`config.mk`:
```
export PLATFORM = sky130hd
export DESIGN_NAME = riscv_lsu
export DESIGN_NICKNAME = d
export VERILOG_FILES = /design/src/rtl/riscv_lsu_pkg.sv /design/src/rtl/riscv_lsu_align.sv /design/src/rtl/riscv_lsu.sv
export SDC_FILE = /design/constraint.sdc
export NUM_CORES = 1
export LEC_CHECK = 0
export CORE_MARGIN = 5
export CORE_UTILIZATION = 35
export CTS_BUF_LIST = sky130_fd_sc_hd__clkbuf_4 sky130_fd_sc_hd__clkbuf_8
export CTS_CLUSTER_DIAMETER = 80
export DETAILED_ROUTE_END_ITERATION = 16
export PLACE_DENSITY_LB_ADDON = 0.08
export SYNTH_ARGS = -nofsm -noshare
export SYNTH_HDL_FRONTEND = slang
export SYNTH_SLANG_ARGS = --single-unit
```
`constraint.sdc`:
```
create_clock -name clk -period 6.77 [get_ports clk]
set_input_delay 1.354 -clock clk [delete_from_list [all_inputs] [get_ports clk]]
set_output_delay 1.354 -clock clk [all_outputs]
set_load 0.02 [all_outputs]
```
`src/rtl/riscv_lsu_pkg.sv`:
```
// Shared types and funct3 encodings for the riscv_lsu load/store unit.
package riscv_lsu_pkg;

  typedef enum logic [1:0] {
    IDLE = 2'd0,
    REQ  = 2'd1,
    WAIT = 2'd2
  } lsu_state_t;

  localparam logic [2:0] LSU_B  = 3'b000;
  localparam logic [2:0] LSU_H  = 3'b001;
  localparam logic [2:0] LSU_W  = 3'b010;
  localparam logic [2:0] LSU_D  = 3'b011;
  localparam logic [2:0] LSU_BU = 3'b100;
  localparam logic [2:0] LSU_HU = 3'b101;
  localparam logic [2:0] LSU_WU = 3'b110;

  function automatic int lsu_size_bytes(input logic [2:0] funct3);
    return 1 << funct3[1:0];
  endfunction

endpackage

```
`src/rtl/riscv_lsu_align.sv`:
```
// Combinational lane alignment: store strobe/data shift, load extract/extend, fault detection.
// LSU_MISALIGN_TRAP_EN: when defined, misaligned requests are reported as faults.
module riscv_lsu_align
  import riscv_lsu_pkg::*;
#(
  parameter int XLEN = 32
) (
  input  logic                          st_we,
  input  logic [2:0]                    st_funct3,
  input  logic [XLEN-1:0]               st_addr,
  input  logic [XLEN-1:0]               st_wdata,
  output logic [XLEN/8-1:0]             st_wstrb,
  output logic [XLEN-1:0]               st_wdata_sh,
  output logic                          st_fault,
  input  logic [2:0]                    ld_funct3,
  input  logic [$clog2(XLEN/8)-1:0]     ld_off,
  input  logic [XLEN-1:0]               ld_rdata,
  output logic [XLEN-1:0]               ld_result
);

  localparam int NB = XLEN / 8;
  localparam int OW = $clog2(NB);

  logic [OW-1:0]   st_off;
  logic [15:0]     strb_wide;
  logic [XLEN-1:0] ld_shifted;
  logic            ld_sign;
  logic            ld_ext;
  int              st_size;
  int              ld_size;

  assign st_off = st_addr[OW-1:0];

  always_comb begin
    st_size     = lsu_size_bytes(st_funct3);
    // Widen before shifting so lanes past the word are dropped by truncation.
    strb_wide   = (16'(1) << st_size) - 16'd1;
    strb_wide   = strb_wide << st_off;
    st_wstrb    = strb_wide[NB-1:0];
    st_wdata_sh = st_wdata << {st_off, 3'b000};
    st_fault    = (st_size > NB) || (st_we && st_funct3[2]) || (st_funct3 == 3'b111);
`ifdef LSU_MISALIGN_TRAP_EN
    if ((st_off & OW'(st_size - 1)) != '0) st_fault = 1'b1;
`endif
  end

  always_comb begin
    ld_size    = lsu_size_bytes(ld_funct3);
    ld_shifted = ld_rdata >> {ld_off, 3'b000};
    ld_sign    = 1'b0;
    for (int i = 0; i < XLEN; i++) begin
      if (i == 8 * ld_size - 1) ld_sign = ld_shifted[i];
    end
    ld_ext = ld_sign & ~ld_funct3[2];
    for (int i = 0; i < XLEN; i++) begin
      ld_result[i] = (i / 8 < ld_size) ? ld_shifted[i] : ld_ext;
    end
  end

endmodule

```
`src/rtl/riscv_lsu.sv`:
```
// Load/store unit: registered valid/ready memory handshake with IDLE/REQ/WAIT FSM.
// LSU_MISALIGN_TRAP_EN (see riscv_lsu_align) turns misaligned accesses into faults.
module riscv_lsu
  import riscv_lsu_pkg::*;
#(
  parameter int XLEN = 32
) (
  input  logic              clk,
  input  logic              reset,
  input  logic              req_valid,
  output logic              req_ready,
  input  logic              req_we,
  input  logic [2:0]        req_funct3,
  input  logic [XLEN-1:0]   req_addr,
  input  logic [XLEN-1:0]   req_wdata,
  input  logic [4:0]        req_rd,
  output logic              mem_valid,
  input  logic              mem_ready,
  output logic              mem_we,
  output logic [XLEN-1:0]   mem_addr,
  output logic [XLEN/8-1:0] mem_wstrb,
  output logic [XLEN-1:0]   mem_wdata,
  input  logic              mem_rvalid,
  input  logic [XLEN-1:0]   mem_rdata,
  output logic              resp_valid,
  output logic [XLEN-1:0]   resp_rdata,
  output logic [4:0]        resp_rd,
  output logic              fault,
  output logic [XLEN-1:0]   fault_addr,
  output logic              stall
);

  localparam int NB = XLEN / 8;
  localparam int OW = $clog2(NB);

  lsu_state_t        state_q, state_d;
  logic [XLEN-1:0]   addr_q, addr_d;
  logic [NB-1:0]     wstrb_q, wstrb_d;
  logic [XLEN-1:0]   wdata_q, wdata_d;
  logic              we_q, we_d;
  logic [2:0]        funct3_q, funct3_d;
  logic [4:0]        rd_q, rd_d;
  logic [OW-1:0]     off_q, off_d;
  logic              resp_valid_q, resp_valid_d;
  logic [XLEN-1:0]   resp_rdata_q, resp_rdata_d;
  logic [4:0]        resp_rd_q, resp_rd_d;
  logic              fault_q, fault_d;
  logic [XLEN-1:0]   fault_addr_q, fault_addr_d;

  logic [NB-1:0]     st_wstrb;
  logic [XLEN-1:0]   st_wdata_sh;
  logic              st_fault;
  logic [XLEN-1:0]   ld_result;

  riscv_lsu_align #(.XLEN(XLEN)) u_align (
    .st_we       (req_we),
    .st_funct3   (req_funct3),
    .st_addr     (req_addr),
    .st_wdata    (req_wdata),
    .st_wstrb    (st_wstrb),
    .st_wdata_sh (st_wdata_sh),
    .st_fault    (st_fault),
    .ld_funct3   (funct3_q),
    .ld_off      (off_q),
    .ld_rdata    (mem_rdata),
    .ld_result   (ld_result)
  );

  always_comb begin
    state_d      = state_q;
    addr_d       = addr_q;
    wstrb_d      = wstrb_q;
    wdata_d      = wdata_q;
    we_d         = we_q;
    funct3_d     = funct3_q;
    rd_d         = rd_q;
    off_d        = off_q;
    resp_valid_d = 1'b0;
    resp_rdata_d = resp_rdata_q;
    resp_rd_d    = resp_rd_q;
    fault_d      = 1'b0;
    fault_addr_d = fault_addr_q;
    case (state_q)
      IDLE: begin
        if (req_valid) begin
          if (st_fault) begin
            fault_d      = 1'b1;
            fault_addr_d = req_addr;
          end else begin
            state_d  = REQ;
            addr_d   = {req_addr[XLEN-1:OW], OW'(0)};
            wstrb_d  = st_wstrb;
            wdata_d  = st_wdata_sh;
            we_d     = req_we;
            funct3_d = req_funct3;
            rd_d     = req_rd;
            off_d    = req_addr[OW-1:0];
          end
        end
      end
      REQ: begin
        if (mem_ready) state_d = we_q ? IDLE : WAIT;
      end
      WAIT: begin
        if (mem_rvalid) begin
          resp_valid_d = 1'b1;
          resp_rdata_d = ld_result;
          resp_rd_d    = rd_q;
          state_d      = IDLE;
        end
      end
      default: state_d = IDLE;
    endcase
  end

  // Every register resets so the bus and response ports start at zero.
  always_ff @(posedge clk or posedge reset) begin
    if (reset) begin
      state_q      <= IDLE;
      addr_q       <= '0;
      wstrb_q      <= '0;
      wdata_q      <= '0;
      we_q         <= 1'b0;
      funct3_q     <= '0;
      rd_q         <= '0;
      off_q        <= '0;
      resp_valid_q <= 1'b0;
      resp_rdata_q <= '0;
      resp_rd_q    <= '0;
      fault_q      <= 1'b0;
      fault_addr_q <= '0;
    end else begin
      state_q      <= state_d;
      addr_q       <= addr_d;
      wstrb_q      <= wstrb_d;
      wdata_q      <= wdata_d;
      we_q         <= we_d;
      funct3_q     <= funct3_d;
      rd_q         <= rd_d;
      off_q        <= off_d;
      resp_valid_q <= resp_valid_d;
      resp_rdata_q <= resp_rdata_d;
      resp_rd_q    <= resp_rd_d;
      fault_q      <= fault_d;
      fault_addr_q <= fault_addr_d;
    end
  end

  assign req_ready  = (state_q == IDLE);
  assign stall      = (state_q != IDLE);
  assign mem_valid  = (state_q == REQ);
  assign mem_we     = we_q;
  assign mem_addr   = addr_q;
  assign mem_wstrb  = wstrb_q;
  assign mem_wdata  = wdata_q;
  assign resp_valid = resp_valid_q;
  assign resp_rdata = resp_rdata_q;
  assign resp_rd    = resp_rd_q;
  assign fault      = fault_q;
  assign fault_addr = fault_addr_q;

endmodule

```
# Word level (Yosys, flattened, before mapping)
# Cells that the tools add are included.
dict set report op_classes {
  addsub 2
  magnitude_cmp 5
  eq_ne 38
  shifts 6
  muxes 75
  n_bitwise 3
  n_reduce_logical 10
}
# operator count
set op_table {}
lappend op_table {{6-bit by 32-bit equality test with 1-bit output, first input constant} 16}
lappend op_table {{5-bit by 32-bit equality test with 1-bit output, first input constant} 8}
lappend op_table {{4-bit by 32-bit equality test with 1-bit output, first input constant} 4}
lappend op_table {{1-bit 2-to-1 mux} 69}
lappend op_table {{3-bit by 32-bit equality test with 1-bit output, first input constant} 2}
lappend op_table {{3-bit by 32-bit less-than comparator with 1-bit output, first input constant} 2}
lappend op_table {{1-bit by 2-bit left shift with 32-bit output, first input constant} 2}
lappend op_table {{2-bit by 32-bit equality test with 1-bit output, first input constant} 1}
lappend op_table {{32-bit by 4-bit greater-than comparator with 1-bit output, second input constant} 1}
lappend op_table {{32-bit zero test} 1}
lappend op_table {{1-bit by 32-bit less-than comparator with 1-bit output, first input constant} 1}
lappend op_table {{2-bit by 32-bit less-than comparator with 1-bit output, first input constant} 1}
lappend op_table {{1-bit by 32-bit left shift with 16-bit output, first input constant} 1}
lappend op_table {{32-bit by 5-bit left shift with 32-bit output} 1}
lappend op_table {{32-bit by 5-bit >> shifter with 32-bit output} 1}
lappend op_table {{32-bit by 2-bit subtractor with 32-bit output, second input constant} 1}
lappend op_table {{16-bit by 2-bit left shift with 4-bit output} 1}
lappend op_table {{16-bit by 1-bit subtractor with 16-bit output, second input constant} 1}
lappend op_table {{2-bit 2-to-1 mux} 5}
lappend op_table {{2-bit != test, second input constant} 3}
lappend op_table {{2-bit case mux with 3 select lines} 1}
lappend op_table {{3-bit AND reduction} 2}
lappend op_table {{4-bit AND reduction} 1}
lappend op_table {{3-bit equality test, second input constant} 1}
lappend op_table {{10 further kinds} 12}
dict set report totals {
  reg_bits 150
  input_bits 110
}

# Depth between registers and ports, before layout
dict set report depth {
  word_depth 37
  ltp_mapped 7
  depth_no_buf 4
}

# Modules after synthesis
# Synthesis repeated with hierarchy kept, for this count alone.
dict set report unflattened {
  hier_cells 522
  area_unflattened_um2 6937.9
}
# module instances cells_each area_per_inst_um2
set by_module_without_submodules {}
lappend by_module_without_submodules {riscv_lsu 1 329 5625.4}
lappend by_module_without_submodules {riscv_lsu_align 1 193 1312.5}

# Worst setup path before layout
# OpenSTA, ideal clock, no wires.
dict set report synth_path {
  path_type {input to register}
  startpoint {in req_funct3[1]}
  endpoint {reg fault_addr_q[10] (netlist: fault_addr[10])}
  setup_ns 0.125
  t_arrival_ns 2.328
  slack_ns 4.318
  stages 4
  path_buffers 1
  cell_sequence {a22oi_1 nand3b_1 buf_2 mux2_2}
}
dict set report synth_between {
  elab_chain_len 5
  elab_cells_between_ends 6
  classes_between {1 x order compare; 1 x eq/ne; 1 x shift; 3 x reduce/logical}
}
# item line_no
set synth_lines {}
lappend synth_lines {{from (decl)} riscv_lsu.sv:13} ;# input logic [2:0] req_funct3,
lappend synth_lines {{1-bit by 2-bit left shift with 32-bit output} riscv_lsu_pkg.sv:19} ;# return 1 << funct3[1:0];
lappend synth_lines {{32-bit by 4-bit greater-than comparator with 1-bit output} riscv_lsu_align.sv:41} ;# st_fault = (st_size > NB) || (st_we && st_funct3[2]) || (st_funct3 == 3'b111);
lappend synth_lines {{1-bit logical OR} riscv_lsu_align.sv:41}
lappend synth_lines {{1-bit logical OR *} riscv_lsu_align.sv:41}
lappend synth_lines {{3-bit AND reduction (no line) *} n/a}
lappend synth_lines {{to (signal assigned)} riscv_lsu.sv:145} ;# fault_addr_q <= fault_addr_d;
lappend synth_lines {{to (decl)} riscv_lsu.sv:48} ;# logic [XLEN-1:0] fault_addr_q, fault_addr_d;
# Mark *: on every way between the ends. The rest lies on a longest branch, timed or not.
# A chain may end at the register's enable or synchronous reset.

# Final worst setup path
dict set report layout_path {
  startpoint {in req_funct3[1]}
  endpoint {reg addr_q[24] (netlist: mem_addr[24])}
}
dict set report layout_between {
  elab_chain_len 6
  elab_cells_between_ends 7
  classes_between {1 x order compare; 1 x eq/ne; 1 x shift; 1 x bitwise; 3 x reduce/logical}
}
# item line_no
set layout_lines {}
lappend layout_lines {{1-bit by 2-bit left shift with 32-bit output} riscv_lsu_pkg.sv:19}
lappend layout_lines {{32-bit by 4-bit greater-than comparator with 1-bit output} riscv_lsu_align.sv:41}
lappend layout_lines {{1-bit logical OR} riscv_lsu_align.sv:41}
lappend layout_lines {{1-bit logical OR *} riscv_lsu_align.sv:41}
lappend layout_lines {{1-bit inverter (no line) *} n/a}
lappend layout_lines {{3-bit AND reduction (no line) *} n/a}
lappend layout_lines {{to (signal assigned)} riscv_lsu.sv:134} ;# addr_q <= addr_d;
lappend layout_lines {{to (decl)} riscv_lsu.sv:37} ;# logic [XLEN-1:0] addr_q, addr_d;
# Marked as above.

==> impl_metrics.yaml <==
run_status:
  outcome: "complete, no violations"
power_and_ir_drop:
  totalPowerFinal_mw: 4.31
  vdd_drop_max_mv: 0.205
  power.leakage_nw: 4.11
  power_density_nw_per_um2: 443
hold_path:
  hold_path.class: "reg2reg"
logic_synthesis:
  synth_ff_type: "dfrtp_1"
  synth_top_family_by_area: "multiplexers"
  muxShareOfSynthArea_pct: 20.1
  synth_cell_types: 37
  synth_seq_cells: 150
  async_flop_share_pct: 100
  synth_cells: 585
  avgSynthCellArea_um2: 11.5
  synth-adder-area-share_pct: 0
  seq_area_frac_synth_pct: 55.9
  syn_area_um2: 6710
  synth_compound_area_share_pct: 10.9
  synthXorXnorAreaFrac_pct: 0
  yosys.area_share.simple_pct: 9.54
  synth_edf_count: 0
  ys_warn_count: 0
sta:
  setup-tns-final_ps: 0
  min_period_over_period_pct: 48.7
  max_slew_margin_pct: 20.6
  fin_crit_ps: 3300
  slew_violations: 0
  rsz0062_at_grt: "false"
  fmax_mhz: 303
  hold_viol: 0
  setup_violations: 0
  skew_ps: 10.8
  tightest_slew_ps: 1190
cells_and_area:
  nets: 930
  final_area_um2: 9740
  layout_common_cells: "250 x clkdlybuf4s50_1, 150 x dfrtp_1, 90 x mux2_2, 61 x nand2_1, 53 x a21oi_1"
  fillerInstances: 1667
  layout_commonest_cell: "clkdlybuf4s50_1"
  synthToLayoutAreaGrowth_pct: 45.1
  drive_gt1_share_pct: 17.6
  antennaDiodeCount: 0
  final_cells: 1067
setup_path:
  worstSetupPathType: "in2reg"
  r2r_setup_slack_ps: 4140
  slowest_delay_ps: 520
  endpoint_kind: "flip-flop"
  cp_num_buf_inv: 2
  cp-start-kind: "input port"
  critical-path-slowest-cell: "buf_4"
  crit_arrival_ps: 3620
  critPathTopFamily: "buffers and inverters"
  crit_required_ps: 7090
  cp_max_fo: 55
  cp_cell_sequence: "clkdlybuf4s50_1 > a22oi_1 > nand3_4 > buf_4 > mux2_2"
grt:
  grt_pass1_wl_mm: 31.0
  grt_usage_pct: 17.9
  grt_pass1_vias: 5490
  gr-total-overflow: 0
  grt_max_degree: 89
  antenna_found_initial: 1
placement:
  gp_congestion: 0.792
  hpwl_mm: 14.6
  io_buffers: 250
  place_area_um2: 9360
  placed_cells: 1035
cts:
  htree_levels: 4
  cts_max_path_buffers: 2
  cts_root_buf: "clkbuf_8"
  postCtsSetupBuffers: 0
  cts_tree: "built"
  cts_made_buffers: 17
  cts_hold_buf: 0
  clock-sinks: 150
  clk_pin_slew_ps: 90
  insertion_delay_ps: 440
  ctsResizeCount: 0
routing:
  final_antenna_net_count: 0
  via_count: 5212
  viasPerCell: 4.88
  drt-pass1-iter-count: 4
  wl_per_cell_um: 18.4
  drcViolationCount: 0
  wirelength_mm: 19.7
  first_iter_violations: 221
run:
  cap_viol_max_count: 0
floorplan:
  rows: 50
  coreArea_um2: 18800
  start_util_pct: 35.8
  die_h_um: 149
  die_x_um: 149
  dieArea_um2: 22100
  io_pins: 253
state kept, by name, indices dropped and copies added, names as in the netlist:
name	cells
mem_wstrb	4
off_q	2
resp_valid	1
mem_wdata	32
mem_addr	30
state_q	2
mem_we	1
funct3_q	3
fault	1
fault_addr	32
resp_rdata	32
rd_q	5
resp_rd	5
power by group:
part / switching [mW] / internal, mW / leakage, nW
clock: 0.362 / 0.305 / 0.192
sequential: 0.284 / 1.29 / 1.81
combinational: 1.03 / 1.04 / 2.11
total: 1.68 / 2.64 / 4.11
per-stage QoR:
| step | utilization [%] | worst slack, ps | hold slack (ps) |
|---|---|---|---|
| floorplan | - | 1380 | 433 |
| global placement | 49.9 | 3040 | 449 |
| detailed placement | 49.9 | 2960 | 463 |
| CTS | 51.9 | 3450 | 481 |
| global route | 51.9 | 3300 | 505 |
| finish | 51.9 | 3470 | 478 |
synthesized netlist by cell type (2+ instances only):
library cell | instances | area, µm²
nor2b_1 | 12 | 75.1
nand3b_1 | 3 | 22.5
and2_1 | 7 | 43.8
dfrtp_1 | 150 | 3750
mux2i_1 | 32 | 320
a21oi_1 | 53 | 265
o31ai_1 | 9 | 67.6
a211oi_1 | 10 | 75.1
mux2_2 | 90 | 1010
clkbuf_1 | 10 | 37.5
buf_2 | 21 | 105
nand2b_1 | 2 | 12.5
buf_6 | 2 | 22.5
o21ai_0 | 33 | 165
nand2_1 | 61 | 229
nor2_1 | 49 | 184
a21oi_2 | 11 | 96.3
buf_1 | 2 | 7.51
inv_1 | 6 | 22.5
buf_4 | 5 | 37.5
worst register-to-register path, stage by stage (launching register included):
cell and delay (ps):
dfrtp_1 1060, mux2i_1 360, nor4_2 100, nor3_4 800
a21oi_1 160
layer usage:
layer  global-route usage (%)  share of wire (%)
met1                     22.7                 43
met4                     5.27                1.2
met5                        0               0.10
met3                     6.49                7.5
met2                     28.7                 48
cell type report:
| cell class | instances | area (µm²) | area share, % |
|---|---|---|---|
| clock buffers | 18 | 241 | 2.48 |
| clock inverters | 14 | 139 | 1.43 |
| inverters | 6 | 27.5 | 0.283 |
| multi-input cells | 389 | 2740 | 28.1 |
| flip-flops and latches | 150 | 3750 | 38.5 |
| well taps | 234 | 293 | 3.01 |
| repair buffers | 256 | 2550 | 26.2 |
cells by family after synthesis:
kind of cell / count (synthesis)
AO/OA/AOI/OAI: 121
buffers and inverters: 47
flip-flops: 150
multiplexers: 123
other: 1
AND/OR/NAND/NOR: 143
final timing paths:
kind                       cells past startpoint          start        endpoint
max                                            5  req_funct3[1]    mem_addr[24]
min                                            2        rd_q[0]      resp_rd[0]
max reg2reg                                    4       off_q[1]  resp_rdata[27]
min reg2reg                                    2        rd_q[0]      resp_rd[0]
max in group asynchronous                      3          reset    mem_wstrb[0]
min in group asynchronous                      2          reset    mem_addr[12]
Power figures use the tool's default switching activity.
